--- src/rtl/ip_tonegen.sv ---
// ip_tonegen: I/O-mapped square-wave tone generator. It drives ip_pwm with a 16-bit level
// and a ~1 MHz tick strobe. Software programs the period, volume and play duration.
module ip_tonegen #(
  parameter logic [7:0]  io_address = 8'h10,
  parameter logic [6:0]  clk_div    = 7'd54,
  parameter logic [13:0] ms10_ticks = 14'd9999
) (
  input  logic        clk,
  input  logic        n_reset,
  input  logic [15:0] bus_address,
  output logic        bus_io_cs,
  output logic        bus_memory_cs,
  output logic        bus_read_ready,
  output logic [7:0]  bus_read_data,
  input  logic [7:0]  bus_write_data,
  input  logic        bus_read,
  input  logic        bus_write,
  input  logic        bus_io,
  input  logic        bus_memory,
  output logic        tick,
  output logic [15:0] signal_level,
  output logic        playing
);

  logic [6:0]  prescaler;
  logic [15:0] period;
  logic [15:0] div_count;
  logic [7:0]  shadow_lo;
  logic [7:0]  volume;
  logic [7:0]  remaining;
  logic [13:0] sub10;
  logic        phase;
  logic        continuous;
  logic [1:0]  reg_sel;
  logic        wr_en;
  logic        rd_en;
  logic [7:0]  rd_mux;
  logic        unused_inputs;

  // Bus handshake: bus_read/bus_write are single-clock strobes qualified by bus_io_cs.
  // A read strobe is answered on the following clock by a one-clock bus_read_ready pulse
  // carrying the data; bus_read_data is 8'h00 whenever bus_read_ready is low, so the
  // fabric can OR this slave with the others. Writes complete on the strobe edge.
  assign bus_io_cs     = bus_io & (bus_address[7:2] == io_address[7:2]);
  assign bus_memory_cs = 1'b0;
  assign reg_sel       = bus_address[1:0];
  assign wr_en         = bus_write & bus_io_cs;
  assign rd_en         = bus_read & bus_io_cs;
  assign unused_inputs = ^{bus_memory, bus_address[15:8]};

  always_ff @(posedge clk or negedge n_reset) begin
    if (!n_reset) begin
      prescaler <= 7'd0;
      tick      <= 1'b0;
    end else if (prescaler == 7'd0) begin
      prescaler <= clk_div;
      tick      <= 1'b1;
    end else begin
      prescaler <= prescaler - 7'd1;
      tick      <= 1'b0;
    end
  end

  // Period commit is placed after the tick update so it wins on a shared edge.
  always_ff @(posedge clk or negedge n_reset) begin
    if (!n_reset) begin
      period    <= 16'd0;
      shadow_lo <= 8'd0;
      div_count <= 16'd0;
      phase     <= 1'b0;
    end else begin
      if (tick) begin
        if (div_count == 16'd0) begin
          div_count <= period;
          phase     <= (period != 16'd0) & ~phase;
        end else begin
          div_count <= div_count - 16'd1;
        end
      end
      if (wr_en && reg_sel == 2'd0) begin
        shadow_lo <= bus_write_data;
      end
      if (wr_en && reg_sel == 2'd1) begin
        period    <= {bus_write_data, shadow_lo};
        div_count <= {bus_write_data, shadow_lo};
        phase     <= 1'b0;
      end
    end
  end

  always_ff @(posedge clk or negedge n_reset) begin
    if (!n_reset) begin
      volume <= 8'd0;
    end else if (wr_en && reg_sel == 2'd2) begin
      volume <= bus_write_data;
    end
  end

  // Duration counts 10 ms units; a control write on the expiry tick overrides the stop.
  always_ff @(posedge clk or negedge n_reset) begin
    if (!n_reset) begin
      playing    <= 1'b0;
      continuous <= 1'b0;
      remaining  <= 8'd0;
      sub10      <= 14'd0;
    end else begin
      if (tick && playing && !continuous) begin
        if (sub10 != 14'd0) begin
          sub10 <= sub10 - 14'd1;
        end else begin
          sub10 <= ms10_ticks;
          if (remaining != 8'd0) begin
            remaining <= remaining - 8'd1;
          end
          if (remaining <= 8'd1) begin
            playing <= 1'b0;
          end
        end
      end
      if (wr_en && reg_sel == 2'd3) begin
        if (bus_write_data == 8'h00) begin
          playing    <= 1'b0;
          continuous <= 1'b0;
        end else if (bus_write_data == 8'hFF) begin
          playing    <= 1'b1;
          continuous <= 1'b1;
        end else begin
          playing    <= 1'b1;
          continuous <= 1'b0;
          remaining  <= bus_write_data;
          sub10      <= ms10_ticks;
        end
      end
    end
  end

  always_ff @(posedge clk or negedge n_reset) begin
    if (!n_reset) begin
      signal_level <= 16'h0000;
    end else begin
      signal_level <= (playing && phase) ? {volume, 8'h00} : 16'h0000;
    end
  end

  always_comb begin
    rd_mux = 8'h00;
    case (reg_sel)
      2'd0:    rd_mux = period[7:0];
      2'd1:    rd_mux = period[15:8];
      2'd2:    rd_mux = volume;
      default: rd_mux = {6'd0, continuous, playing};
    endcase
  end

  always_ff @(posedge clk or negedge n_reset) begin
    if (!n_reset) begin
      bus_read_ready <= 1'b0;
      bus_read_data  <= 8'h00;
    end else begin
      bus_read_ready <= rd_en;
      bus_read_data  <= rd_en ? rd_mux : 8'h00;
    end
  end

endmodule
--- config.mk ---
export PLATFORM = sky130hd
export DESIGN_NAME = ip_tonegen
export DESIGN_NICKNAME = d
export VERILOG_FILES = /design/src/rtl/ip_tonegen.sv
export SDC_FILE = /design/constraint.sdc
export NUM_CORES = 1
export LEC_CHECK = 0
export BUFFER_PORTS_ARGS = -buffer_cell sky130_fd_sc_hd__buf_4
export CAP_MARGIN = 5
export CORE_AREA = 5 5 115 138
export DETAILED_ROUTE_END_ITERATION = 8
export DIE_AREA = 0 0 120 143
export GPL_ROUTABILITY_DRIVEN = 0
export HOLD_SLACK_MARGIN = 0.1
export PLACE_DENSITY_LB_ADDON = 0.05
export SLEW_MARGIN = 20
export SYNTH_ARGS = -nofsm -noshare
export SYNTH_HDL_FRONTEND = slang
export SYNTH_SLANG_ARGS = --single-unit
--- constraint.sdc ---
create_clock -name clk -period 2.4 [get_ports clk]
set_input_delay 0.24 -clock clk [delete_from_list [all_inputs] [get_ports clk]]
set_output_delay 0.24 -clock clk [all_outputs]
set_load 0.02 [all_outputs]
-- Word level (Yosys, flattened, before mapping)
Index checks and enable logic that the tools add are counted.
- add/sub/neg operators: 4
- magnitude comparators: 1
- equality and inequality tests: 6
- mux-type cells: 29
- bitwise gates (word level): 5
- reductions and logical operators: 21
- operators by type and width (cell ; number):
    14-bit 2-to-1 mux ; 5
    16-bit 2-to-1 mux ; 4
    8-bit 2-to-1 mux ; 7
    8-bit case mux with 3 select lines ; 1
    16-bit logical NOT ; 1
    16-bit nonzero test ; 1
    16-bit by 1-bit subtractor with 16-bit output, second input constant ; 1
    14-bit nonzero test ; 1
    14-bit by 1-bit subtractor with 14-bit output, second input constant ; 1
    1-bit 2-to-1 mux ; 11
    8-bit == test, second input constant ; 1
    8-bit by 1-bit less-or-equal comparator with 1-bit output, second input constant ; 1
    8-bit logical NOT ; 1
    2-bit nonzero test ; 4
    8-bit nonzero test ; 1
    8-bit by 1-bit subtractor with 8-bit output, second input constant ; 1
    1-bit logical AND ; 7
    7-bit logical NOT ; 1
    7-bit 2-to-1 mux ; 1
    7-bit by 1-bit subtractor with 7-bit output, second input constant ; 1
    6-bit by 3-bit == test with 1-bit output, second input constant ; 1
    1-bit bitwise AND ; 4
    2-bit == test, second input constant ; 2
    3-bit AND reduction ; 1
    other kinds (6) ; 6
- register bits after elaboration: 106
- bits of input ports: 30

-- Logic depth before layout (Yosys ltp)
- depth in word-level cells: 7
- depth in mapped cells: 9

-- Worst setup path after synthesis
No wires, ideal clock.
- path kind: register to register
- from: register div_count[0]
- to: register phase
- library setup time: 77 ps
- arrival time: 2071 ps
- required time: 2323 ps
- setup slack: 251 ps
- stages on the path, launching flop included: 9
- buffers on the path: 1
- clock period less this slack: 2149 ps
- path through: dfrtp_1 > inv_1 > ha_1 > inv_1 > or4_4 > or2_1 > buf_6 > or3_1 > a21oi_1
- cells in the longest elaborated chain, start to end: 3
- ends and longest elaborated chain (item ; RTL line ; source):
    from (decl) ; 27 ; logic [15:0] div_count;
    from (signal assigned) ; 74 ; div_count <= period;
    from (signal assigned) ; 77 ; div_count <= div_count - 16'd1;
    from (signal assigned) ; 85 ; div_count <= {bus_write_data, shadow_lo};
    16-bit logical NOT ; 73 ; if (div_count == 16'd0) begin
    2-bit nonzero test (no source line) ; -- ;
    2-bit AND reduction (no source line) ; -- ;
    to (signal assigned) ; 75 ; phase <= (period != 16'd0) & ~phase;
    to (decl) ; 32 ; logic phase;
Every way passes these cells.
A chain may end at the register's enable or synchronous reset.

-- Final worst setup path
- from: register div_count[0]
- to: register div_count[5]
- cells in the longest elaborated chain, start to end: 4
- elaborated cells between the ends (all ways): 5
- ends and longest elaborated chain (item ; RTL line ; source):
    16-bit by 1-bit subtractor with 16-bit output or 16-bit logical NOT (tied branches) ; 77, 73 ;
    16-bit 2-to-1 mux * ; 73 ;
    16-bit 2-to-1 mux * ; 72 ; if (tick) begin
    16-bit 2-to-1 mux * ; 83 ; if (wr_en && reg_sel == 2'd1) begin
Every way passes the cells marked *; elsewhere a longest branch is shown, timed or not. The select of a mux whose other input is x is not followed.

==> results.toml <==
[run_status]
outcome = "completed"

[yosys]
synthTopCellsByArea = "dfrtp_1, nand2_1, mux2_2, nor2_1, mux2i_1"
synth_top_cell_area_share = 0.4856
yosysUniqueCellTypes = 65
synth.yosys.seq_area_share = 0.4856
syn-instance-count = 499
ys_warn_count = 0
synth_async_sr_flop_share = 1.000
ys_seq_elements = 98
ys.flop_type = "dfrtp_1"
synth_area_sq_mm = 0.005050
yosys.area.top_type = "dfrtp_1"
synth.avg_cell_area_sq_um = 10.12
post_synth_edffs = 0

[final_layout]
post-route-cell-area_sq_mm = 0.005847
antennaDiodeCount = 0
area.growth.synth_to_final_pct = 15.78
final_cell_count_no_fill = 727
layout_commonest_cell = "dfrtp_1"
mostFrequentLayoutCells = "dfrtp_1, nand2_1, buf_4"
finalCoreUtilization = 0.4073
drive_above_1_share = 0.2011
num-nets-final = 585

[timing]
max-slew-margin-rel = 0.4549
fin_skew_ns = 0.008320
worst-slew-pin-transition_ns = 0.8176
timing.final.setup_violations = 0
max_clock_freq_mhz = 443.4
fin_tns_setup_ns = 0
unrepaired_setup_endpoints_after_global_routing = "no"
drv_slew = 0
finalHoldViolCount = 0
layout_worst_path_cycle_share = 0.9398
finalWorstPathRequiredPeriod_ns = 2.255

[power]
combPwrFrac = 0.059
internal-power_w = 0.002468
sequentialPowerShare = 0.512
power_density_over_the_cells_mw_per_mm2 = 568.9
netSwitchingFraction = 0.2581
clkPwrFrac = 0.429
power.static_leakage_nw = 2.711
vdd.ir_drop.worst_v = 0.0002444
total_switching_power_w = 0.0008586

[global_route]
met2_usage_in_global_routing = 0.2993
use_met3 = 0.02932
grt.total_usage = 0.1691
grt_antenna_before_repair = 0
grt_pass1_wl_mm = 22.49
grt.busiest_layer = "met2"
groute.layer.met1.usage = 0.2020
first_global_vias = 4081
overflow = 0
grt_start_max_net_pins = 61

[critical_path]
cp.required_ns = 2.61
path_max_fanout = 7
reg2reg_from = "div_count[0]"
reg2regPathDepth = 8
timing.setup.critical_path_class = "reg -> reg"
reg2reg_slack_ns = 0.14
timing.rr.end = "div_count[5]"
worst_setup_end_kind = "register"
worst_setup_path_start_kind = "register"
crit_arrival_ns = 2.47

[routing]
total_via_count_after_detailed_routing = 3874
routed_wire_length_per_instance_microns = 19.04
drc = 0
avgViaCountPerCell = 5.329
detail-route-antenna-nets = 0
finalWirelength_mm = 13.84
drt_iter0_drc = 238
drt_first_pass_iters = 4

[floorplan]
die_width_microns = 120
std_cell_rows = 48
coreArea_sq_mm = 0.01435
floorplan.die_area_sq_mm = 0.01716
start_util = 0.3518
design.portCount = 59
fp.dieH_microns = 143

[clock_network]
cts_buffers = 9
tritoncts = "yes"
cts_htree_levels = 3
clk_pin_slew_ns = 0.08
cts.path.max_buffers = 2
clock_sinks = 98
clock-root-buffer = "clkbuf_16"
cts_setup_buffers = 0
clock_latency_reported_for_the_late_side_of_the_worst_skew_pair_ns = 0.36

[place]
placement.io_buffers = 40
dp.cells = 710
place_hpwl_mm = 9.912
placedInstanceArea_sq_mm = 0.005545

[worst_hold_path]
worstHoldEndpoint = "bus_read_data[1]"
hp-start = "bus_read"
whs_path_depth = 2
hp-class = "in -> reg"

[run]
max_cap_viol_count = 0
[repair_timing]
item,in CTS,in global routing
endpoints found under the hold margin,59,0
setup endpoints to repair,0,2
hold buffers,1,0
resized for setup,0,1
[through the flow]
stage / hold WS, ns / power (W) / worst slack [ns]
after global routing: 0.1342 / 0.003459 / 0.03448
after floorplan: -0.05559 / 0.001827 / 0.2511
after global placement: 0.3926 / 0.001931 / 0.1325
after CTS: 0.1230 / 0.003373 / 0.08770
after detailed placement: 0.3945 / 0.001934 / 0.1047
final: 0.1386 / 0.003326 / 0.1445
[cell usage after synthesis (all sizes together), types with 12 or more instances]
master and instances:
nor3 17, dfrtp 98, xnor2 14, inv 14, o21ai 24, xor2 12
buf 15, and3 12, nand2 73, mux2 18, mux2i 15, nor4 13
nor2 42, clkbuf 16
[final cells by class]
class                           count  area [sq um]
Multi-Input combinational cell    363          2352
Fill cell                        1449          8507
Timing Repair Buffer               60         478.0
Inverter                           15         56.30
Clock buffer                        9         225.2
Sequential cell                    98          2452
Clock inverter                      7         63.81
Tap cell                          175         219.0
[metal layers]
metal / up-vias / wire (microns)
met5: - / 0
met2: 77 / 7118
met3: 18 / 548
met4: 0 / 313
met1: 1926 / 5864
li1: 1853 / -
[cells by family after synthesis]
logic type / share of synthesized area
AND/OR/NAND/NOR: 0.2218
AO/OA/AOI/OAI: 0.09242
multiplexers: 0.07953
adder cells (fa/ha/maj): 0.01982
other: 0.0007426
flip-flops: 0.4856
buffers and inverters: 0.05500
XOR/XNOR: 0.04509
[worst max-delay path: stages (launching register included)]
cell	delay [ns]
dfrtp_1	0.41
inv_1	0.13
ha_1	0.17
inv_1	0.05
or4_4	0.57
or2_4	0.31
buf_4	0.19
mux2i_1	0.16
o221ai_1	0.12
[state kept, by name, summed over array words and instances (netlist names)]
name	cells
tick	1
bus_read_ready	1
bus_read_data	8
remaining	8
playing	1
phase	1
period	16
div_count	16
prescaler	7
signal_level	8
volume	8
shadow_lo	8
sub10	14
continuous	1
[power groups by stage]
stage	Sequential (W)	Combinational (W)	Clock (W)
2_1_floorplan	0.00172	0.000102	0
3_3_place_gp	0.00173	0.000197	0
3_5_place_dp	0.00173	0.000199	0
4_1_cts	0.00170	0.000201	0.00147
5_1_grt	0.00171	0.000221	0.00153
6_report	0.00170	0.000197	0.00143
[worst max path at each step]
stage                            start            to  slack [ns]  cells after the start
after floorplan           div_count[0]         phase        0.25                      8
after global placement    div_count[0]  div_count[5]        0.13                      8
after detailed placement  div_count[0]  div_count[5]        0.10                      8
after CTS                 div_count[0]  div_count[5]        0.09                      8
after global routing      div_count[0]  div_count[8]        0.03                      8
final                     div_count[0]  div_count[5]        0.14                      8
Note: power is estimated with default switching activity, not from simulation.
